$ cat config.mk
export PLATFORM = sky130hd
export DESIGN_NAME = vstu_commit_ctrl
export DESIGN_NICKNAME = d
export VERILOG_FILES = /design/src/rtl/vstu_commit_ctrl.sv
export SDC_FILE = /design/constraint.sdc
export NUM_CORES = 1
export LEC_CHECK = 0
export CAP_MARGIN = 20
export CORE_ASPECT_RATIO = 0.7
export CORE_MARGIN = 2
export CORE_UTILIZATION = 55
export DETAILED_ROUTE_END_ITERATION = 16
export PLACE_DENSITY_LB_ADDON = 0.2
export SLEW_MARGIN = 0
export SYNTH_ARGS = -nofsm -noshare
export SYNTH_HDL_FRONTEND = slang
export SYNTH_SLANG_ARGS = --single-unit
$ cat constraint.sdc
create_clock -name clk_i -period 4.1 [get_ports clk_i]
set_input_delay 0.41 -clock clk_i [delete_from_list [all_inputs] [get_ports clk_i]]
set_output_delay 0.41 -clock clk_i [all_outputs]
set_load 0.02 [all_outputs]
$ cat src/rtl/vstu_commit_ctrl.sv
// Commit/scheduling controller for the vector store unit AXI write path.
// Latency: retire pulse (vinsn_done_o / exception_*) one cycle after the final B beat.
// Backpressure: insn_ready_o drops when QueueDepth instructions are tracked;
//   aw_ready_o drops at MaxOutstanding bursts; b_ready_o only while the head owes a B.
// Ports:
//   clk_i, rst_ni            clock, asynchronous active-low reset
//   insn_valid_i/insn_id_i   new store instruction from the sequencer; insn_ready_o = queue not full
//   aw_valid_i/aw_last_i     AW burst issued by the address generator; aw_ready_o grants issue
//   b_valid_i/b_resp_i       AXI B beat; b_ready_o accepts it
//   vinsn_done_o             one-hot retire pulse
//   exception_valid_o/_id_o  retired instruction saw a non-OKAY response
//   store_pending_o          at least one instruction tracked
//   outstanding_o            bursts issued and not yet acknowledged
module vstu_commit_ctrl #(
  parameter int NrVInsn        = 8,
  parameter int QueueDepth     = 4,
  parameter int MaxOutstanding = 16,
  localparam int IdW           = $clog2(NrVInsn),
  localparam int CntW          = $clog2(MaxOutstanding + 1)
) (
  input  logic                clk_i,
  input  logic                rst_ni,
  input  logic                insn_valid_i,
  input  logic [IdW-1:0]      insn_id_i,
  output logic                insn_ready_o,
  output logic                aw_ready_o,
  input  logic                aw_valid_i,
  input  logic                aw_last_i,
  input  logic                b_valid_i,
  input  logic [1:0]          b_resp_i,
  output logic                b_ready_o,
  output logic [NrVInsn-1:0]  vinsn_done_o,
  output logic                exception_valid_o,
  output logic [IdW-1:0]      exception_id_o,
  output logic                store_pending_o,
  output logic [CntW-1:0]     outstanding_o
);

  localparam int PtrW = (QueueDepth > 1) ? $clog2(QueueDepth) : 1;
  localparam int OccW = $clog2(QueueDepth + 1);

  // Per-entry tracking state
  logic [IdW-1:0]     r_id     [QueueDepth];
  logic [CntW-1:0]    r_bcnt   [QueueDepth];
  logic               r_closed [QueueDepth];
  logic               r_err    [QueueDepth];

  logic [PtrW-1:0]    r_acc_pnt, r_aw_pnt, r_cmt_pnt;
  logic [OccW-1:0]    r_occ, r_aw_cnt;
  logic [CntW-1:0]    r_outstanding;
  logic [NrVInsn-1:0] r_done;
  logic               r_exc_vld;
  logic [IdW-1:0]     r_exc_id;

  logic w_acc, w_aw_hs, w_aw_close, w_b_hs, w_retire, w_head_err;

  assign insn_ready_o = (r_occ != OccW'(QueueDepth));
  assign aw_ready_o   = (r_aw_cnt != '0) && (r_outstanding < CntW'(MaxOutstanding));
  assign b_ready_o    = (r_occ != '0) && (r_bcnt[r_cmt_pnt] != '0);

  assign w_acc      = insn_valid_i && insn_ready_o;
  assign w_aw_hs    = aw_valid_i && aw_ready_o;
  assign w_aw_close = w_aw_hs && aw_last_i;
  assign w_b_hs     = b_valid_i && b_ready_o;
  assign w_head_err = r_err[r_cmt_pnt] || (b_resp_i != 2'b00);

  // A closed head can never receive an AW in the same cycle (the AW entry is
  // the oldest unclosed one), so the last B beat of a closed head retires it.
  // An unclosed head whose count hits zero simply waits for more bursts.
  assign w_retire = w_b_hs && (r_bcnt[r_cmt_pnt] == CntW'(1)) && r_closed[r_cmt_pnt];

  // Entry storage. An accepted slot is always free, so it never collides
  // with the AW or B target; AW and B may target the same entry and net out.
  always_ff @(posedge clk_i or negedge rst_ni) begin
    if (!rst_ni) begin
      for (int i = 0; i < QueueDepth; i++) begin
        r_id[i]     <= '0;
        r_bcnt[i]   <= '0;
        r_closed[i] <= 1'b0;
        r_err[i]    <= 1'b0;
      end
    end else begin
      for (int i = 0; i < QueueDepth; i++) begin
        if (w_acc && (r_acc_pnt == PtrW'(i))) begin
          r_id[i]     <= insn_id_i;
          r_bcnt[i]   <= '0;
          r_closed[i] <= 1'b0;
          r_err[i]    <= 1'b0;
        end else begin
          r_bcnt[i] <= r_bcnt[i]
                       + CntW'(w_aw_hs && (r_aw_pnt == PtrW'(i)))
                       - CntW'(w_b_hs && (r_cmt_pnt == PtrW'(i)));
          if (w_aw_close && (r_aw_pnt == PtrW'(i)))
            r_closed[i] <= 1'b1;
          if (w_b_hs && (r_cmt_pnt == PtrW'(i)) && (b_resp_i != 2'b00))
            r_err[i] <= 1'b1;
        end
      end
    end
  end

  // Pointers, occupancy and outstanding counters
  always_ff @(posedge clk_i or negedge rst_ni) begin
    if (!rst_ni) begin
      r_acc_pnt     <= '0;
      r_aw_pnt      <= '0;
      r_cmt_pnt     <= '0;
      r_occ         <= '0;
      r_aw_cnt      <= '0;
      r_outstanding <= '0;
    end else begin
      if (w_acc)      r_acc_pnt <= r_acc_pnt + PtrW'(1);
      if (w_aw_close) r_aw_pnt  <= r_aw_pnt + PtrW'(1);
      if (w_retire)   r_cmt_pnt <= r_cmt_pnt + PtrW'(1);
      r_occ         <= r_occ + OccW'(w_acc) - OccW'(w_retire);
      r_aw_cnt      <= r_aw_cnt + OccW'(w_acc) - OccW'(w_aw_close);
      r_outstanding <= r_outstanding + CntW'(w_aw_hs) - CntW'(w_b_hs);
    end
  end

  // Registered retire and exception pulses; exception id holds between pulses
  always_ff @(posedge clk_i or negedge rst_ni) begin
    if (!rst_ni) begin
      r_done    <= '0;
      r_exc_vld <= 1'b0;
      r_exc_id  <= '0;
    end else begin
      r_done    <= w_retire ? (NrVInsn'(1) << r_id[r_cmt_pnt]) : '0;
      r_exc_vld <= w_retire && w_head_err;
      if (w_retire && w_head_err)
        r_exc_id <= r_id[r_cmt_pnt];
    end
  end

  assign vinsn_done_o      = r_done;
  assign exception_valid_o = r_exc_vld;
  assign exception_id_o    = r_exc_id;
  assign store_pending_o   = (r_occ != '0);
  assign outstanding_o     = r_outstanding;

endmodule

==> results.yml, run 1 <==
floorplanning:
  dieHeight_um: 74.6
  die_w_um: 105
  io_pins: 32
  initial_core_util_pct: 57.4
  core_area_um2: 6820
  dieArea_um2: 7820
  num_rows: 25
clock_tree:
  cts_max_level: 3
  cts_setup_buffers: 0
  root_buffer: "clkbuf_8"
  cts_sinks: 69
  clock_path_buffers: 2
  postCtsResizedCells: 0
  clk_pin_slew_ns: 0.08
  cts_hold_buf: 0
  tritoncts: "yes"
  clk_latency_ns: 0.35
  cts_made_buffers: 9
sta:
  rsz0062_at_grt: "no"
  fin_skew_ns: 0.0115
  fin_crit_ns: 3.49
  fmax_mhz: 286
  finalSetupViolations: 0
  drv_slew: 0
  fin_setup_tns_ns: 0
  tightest_slew_ns: 0.837
  post-route-period-util_pct: 85.1
  slew-limit-headroom_pct: 44.2
  hold_viol: 0
finish:
  layout-drive-gt1-share_pct: 7.88
  area.sequential_um2: 1730
  diodes: 0
  stdcell_area_um2: 4450
  final.fill_count: 553
  area_delta_synth_final_pct: 13.5
  multi_input_area_um2: 1930
  final_nets: 460
setup_path:
  critPathTopFamily: "adder cells"
  required_ns: 4.32
  cp_slowest_cell: "dfrtp_1"
  crit_path_start_kind: "register"
  path_common_cell: "inv_1"
  path_cells: "mux4_2 > nand3b_1 > and2_1 > and3_1 > ha_1 > inv_1 > ha_1 > inv_1 > fa_1 > inv_1 > a21o_1 > a21oi_1 > xnor2_1 > nor2_1"
  crit_path_max_fanout: 10
  arrival_ns: 3.71
  r2r-start: "r_cmt_pnt[0]"
  cpPeakStageDelay_ns: 0.70
  end_kind: "register"
  path_class: "register to register"
  cp_num_buf_inv: 3
  crit_start: "r_cmt_pnt[0]"
synthesis:
  ys_types: 34
  synth.area.top_cells: "dfrtp_1 44%, ha_1 13%, nand2_1 5.1%, inv_1 4.4%, fa_1 3.6%"
  syn_avg_cell_area_um2: 10.7
  synth_seq_cells: 69
  synthFlopType: "dfrtp_1"
  synth_common_cells: "69 x dfrtp_1, 53 x nand2_1, 46 x inv_1"
  yosysTopAreaCell: "dfrtp_1"
  yosysMostFrequentCell: "dfrtp_1"
  async_flop_share_pct: 100
  synth_warnings: 0
  syn_inst: 367
  synth-edff-count: 0
  synth_area_um2: 3920
  syn_nets: 426
  netlist.area_leader.share_pct: 44.1
  ys_seq_area_share_pct: 44.1
placed_design:
  place_area_um2: 4290
  dpl.hpwl_um: 5560
  io_buffers: 31
  place_congestion: 0.826
drt:
  vias: 2541
  drtPass1Iterations: 4
  drt-total-wl_um: 7410
  post-route-drc-count: 0
  final_antenna_net_count: 0
  avgRoutedWirePerCell_um: 14.8
  post_drt_via_cell_ratio: 5.08
  drtIter0Drc: 118
power_and_ir_drop:
  leakage_nw: 2.22
  ir_drop_v: 0.000452
  total_power_mw: 3.58
  power_density_nw_per_um2: 805
global_route:
  first_global_vias: 2585
  grt_first_pass_wirelength_um: 12800
  antenna_found_initial: 0
  grt_max_degree: 37
  grt.overflow.total: 0
  gr-usage-all-layers_pct: 21.6
job:
  drv_cap: 0
outcome:
  outcome: "complete, no violations"
min_path:
  hp-class: "input pin to async pin"
power breakdown:
group	switching [mW]	leakage, nW	internal (mW)
logic	0.987	1.26	0.895
registers	0.240	0.873	0.985
clock network	0.257	0.0829	0.215
total	1.48	2.22	2.10
metrics by stage:
stage               hold slack, ns  setup WS (ns)  utilization [%]  instances
floorplan                    0.114           1.00                -        367
global placement             0.453          0.716             62.9        484
detailed placement           0.457          0.628             62.9        484
CTS                          0.171          0.613             65.2        500
global route                 0.197          0.341             65.2        500
finish                       0.151          0.609             65.2        500
final cells by class:
type | count | share of cell area (%)
multi-input combinational | 240 | 43.5
sequential | 69 | 38.8
timing repair buffer | 33 | 7.21
inverter | 48 | 4.28
clock buffer | 11 | 2.96
tap | 94 | 2.65
clock inverter | 5 | 0.619
cell families (layout without fill, tap and decap cells):
logic type | count (synthesis) | after routing | share of synthesized area (%)
adder cells (fa/ha/maj) | 48 | 48 | 16.7
buffers and inverters | 58 | 97 | 6.58
flip-flops | 69 | 69 | 44.1
XOR/XNOR | 27 | 27 | 6.04
AO/OA/AOI/OAI | 31 | 31 | 5.05
AND/OR/NAND/NOR | 122 | 122 | 15.3
multiplexers | 12 | 12 | 6.23
placed cells by master (no fill, tap or decap), types with 6 or more instances in the layout:
cell type	n
a21o_1	10
a21oi_1	14
and2_1	10
clkbuf_8	9
clkdlybuf4s50_1	30
dfrtp_1	69
fa_1	7
ha_1	41
inv_1	46
nand2_1	53
nor2_1	35
nor3_1	6
xnor2_1	14
xor2_1	13
path summary, 6_finish.rpt:
path	cells after the start	slack [ns]	endpoint
hold reg to reg	2	0.48	r_id[8]
hold / removal	1	0.15	r_bcnt[16]
setup reg to reg	14	0.61	r_bcnt[19]
setup / recovery	14	0.61	r_bcnt[19]
max in group asynchronous	2	3.01	outstanding_o[1]
min in group clk_i	2	0.48	r_id[8]
registers in the layout, summed over array words and instances, names as in the netlist, 4 cells and up:
register and flops:
r_id 12, r_bcnt 20, outstanding_o 5, r_closed 4
r_err 4, vinsn_done_o 8
routing by layer:
layer	track usage, %	part of all wire, %	up-vias
met1	30.3	50	1239
met5	0	0	-
met3	6.57	4.1	6
met2	33.3	45	35
li1	-	-	1261
met4	5.78	0.80	0
worst reg2reg max path: stages (launching register included):
cell      delay [ns]
dfrtp_1         0.70
mux4_2          0.59
nand3b_1        0.18
and2_1          0.26
and3_1          0.22
ha_1            0.28
inv_1           0.06
ha_1            0.16
inv_1           0.06
fa_1            0.40
inv_1           0.07
a21o_1          0.10
a21oi_1         0.07
xnor2_1         0.17
nor2_1          0.05
(Power assumes the default switching activity.)
==> run 2, diff against run 1 <==
--- a/config.mk
+++ b/config.mk
@@ -11,6 +11,7 @@
 export CORE_UTILIZATION = 55
 export DETAILED_ROUTE_END_ITERATION = 16
 export PLACE_DENSITY_LB_ADDON = 0.2
+export RECOVER_POWER = 100
 export SLEW_MARGIN = 0
 export SYNTH_ARGS = -nofsm -noshare
 export SYNTH_HDL_FRONTEND = slang
==> results.yml, run 2 (synthesis gave the netlist of run 1 again) <==
setup_path:
  arrival_ns: 3.80
  rr_endpoint: "r_bcnt[19]"
  ff2ff_path_depth: 14
  r2r_setup_slack_ns: 0.51
  path_common_cell: "inv_1"
  path_class: "register to register"
  crit_path_start_kind: "register"
  required_ns: 4.31
  crit_start: "r_cmt_pnt[0]"
  end_kind: "register"
  path_cells: "mux4_2 > nand3b_1 > and2_0 > and3_1 > ha_1 > inv_1 > ha_1 > inv_1 > fa_1 > inv_1 > a21o_1 > a21oi_1 > xnor2_1 > nor2_1"
  cp-endpoint: "r_bcnt[19]"
  cpPeakStageDelay_ns: 0.70
  cp_slowest_cell: "dfrtp_1"
  r2r-start: "r_cmt_pnt[0]"
  crit_path_max_fanout: 10
clock_tree:
  cts_setup_buffers: 0
  root_buffer: "clkbuf_8"
  tritoncts: "yes"
  cts_hold_buf: 0
  postCtsResizedCells: 0
  cts_sinks: 69
  cts_max_level: 3
  clock_path_buffers: 2
  clk_latency_ns: 0.35
  cts_made_buffers: 9
  clk_pin_slew_ns: 0.07
power_and_ir_drop:
  power_density_nw_per_um2: 804
  leakage_nw: 2.23
  ir_drop_v: 0.000451
  total_power_mw: 3.53
placed_design:
  dpl.hpwl_um: 5560
  dp_cells: 484
  place_congestion: 0.826
  io_buffers: 31
  post-place-ws_ns: 0.628
finish:
  layout_common_cells: "69 x dfrtp_1, 53 x nand2_1, 46 x inv_1"
  layout_commonest_cell: "dfrtp_1"
  layout-drive-gt1-share_pct: 5.17
  final.fill_count: 567
  final_nets: 460
  diodes: 0
  multi_input_area_um2: 1880
  largest_reg_flops: 20
  area_delta_synth_final_pct: 12.0
  regMostFlops: "r_bcnt"
  instances_no_fill: 500
  area.sequential_um2: 1730
global_route:
  grt_max_degree: 37
  grt_first_pass_wirelength_um: 12800
  antenna_found_initial: 0
  grt_use_met3_pct: 6.57
  gr-max-usage-layer: "met2"
  met1_usage_pct: 30.3
  first_global_vias: 2585
  grt.overflow.total: 0
  grt_use_met2_pct: 33.3
  gr-usage-all-layers_pct: 21.6
min_path:
  hp-class: "register to register"
floorplanning:
  initial_core_util_pct: 57.4
  die_w_um: 105
  dieArea_um2: 7820
  num_rows: 25
  dieHeight_um: 74.6
  core_area_um2: 6820
  io_pins: 32
sta:
  hold_viol: 0
  finalSetupViolations: 0
  slew-limit-headroom_pct: -33.7
  fin_crit_ns: 3.59
  fmax_mhz: 279
  post-route-period-util_pct: 87.5
  drv_slew: 72
  rsz0062_at_grt: "no"
  fin_skew_ns: 0.00930
  tightest_slew_ns: 2.01
  setup_ws_ns: 0.514
  fin_setup_tns_ns: 0
outcome:
  outcome: "complete, but fails checks"
  failed_checks: "max-capacitance violations, max-slew violations"
drt:
  final_antenna_net_count: 0
  avgRoutedWirePerCell_um: 14.9
  drt-total-wl_um: 7460
  vias: 2577
  drtPass1Iterations: 4
  drtIter0Drc: 120
  post-route-drc-count: 0
  post_drt_via_cell_ratio: 5.15
job:
  drv_cap: 2
==> run 2: cell types whose count changed in the layout (fill, tap and decap cells not counted), sizes merged <==
cell           change
clkdlybuf4s50     -21
dlygate4sd3       +21
buf                -3
clkbuf             +3
==> run 2: power by group <==
| group | internal [mW] | switching [mW] |
|---|---|---|
| Combinational | 0.859 | 0.969 |
| Clock | 0.216 | 0.261 |
| Sequential | 0.985 | 0.239 |
| Total | 2.06 | 1.47 |
==> run 2: critical path: cells and delay by family, from the launching register on <==
kind            cells  cell delay (ns)
simple gates        4             0.79
compound gates      2             0.17
mux                 1             0.59
xor+xnor            1             0.17
flops               1             0.70
buf+inv             3             0.19
fa+ha+maj           3             0.84
==> run 2: final cells by class <==
class / instances / share of cell area, %
Multi-Input combinational cell: 240 / 42.9
Sequential cell: 69 / 39.4
Timing Repair Buffer: 33 / 7.10
Inverter: 48 / 4.34
Clock buffer: 11 / 3.00
Tap cell: 94 / 2.68
Clock inverter: 5 / 0.628
==> run 2: worst min-delay path by stage <==
stage | start | endpoint | slack [ns] | cells past startpoint
6_report | r_id[8] | r_id[8] | 0.48 | 2
5_1_grt | r_id[6] | r_id[6] | 0.51 | 2
4_1_cts | rst_ni | r_bcnt[16] | 0.17 | 1
3_5_place_dp | r_id[8] | r_id[8] | 0.46 | 2
3_3_place_gp | r_id[8] | r_id[8] | 0.45 | 2
2_1_floorplan | rst_ni | exception_id_o[0] | 0.11 | 0
==> run 2: stage by stage <==
| stage | cell area, µm² | hold slack (ns) | util, % |
|---|---|---|---|
| global route | 4390 | 0.505 | 64.3 |
| floorplan | 3920 | 0.114 | - |
| global placement | 4290 | 0.453 | 62.9 |
| detailed placement | 4290 | 0.457 | 62.9 |
| finish | 4390 | 0.484 | 64.3 |
| CTS | 4450 | 0.171 | 65.2 |
==> run 2: per-layer routing <==
metal	routed length, µm	part of all wire [%]	up-vias
met2	3290	44	45
met5	0	0	-
met4	139	1.9	0
li1	-	-	1262
met1	3660	49	1256
met3	376	5.0	14
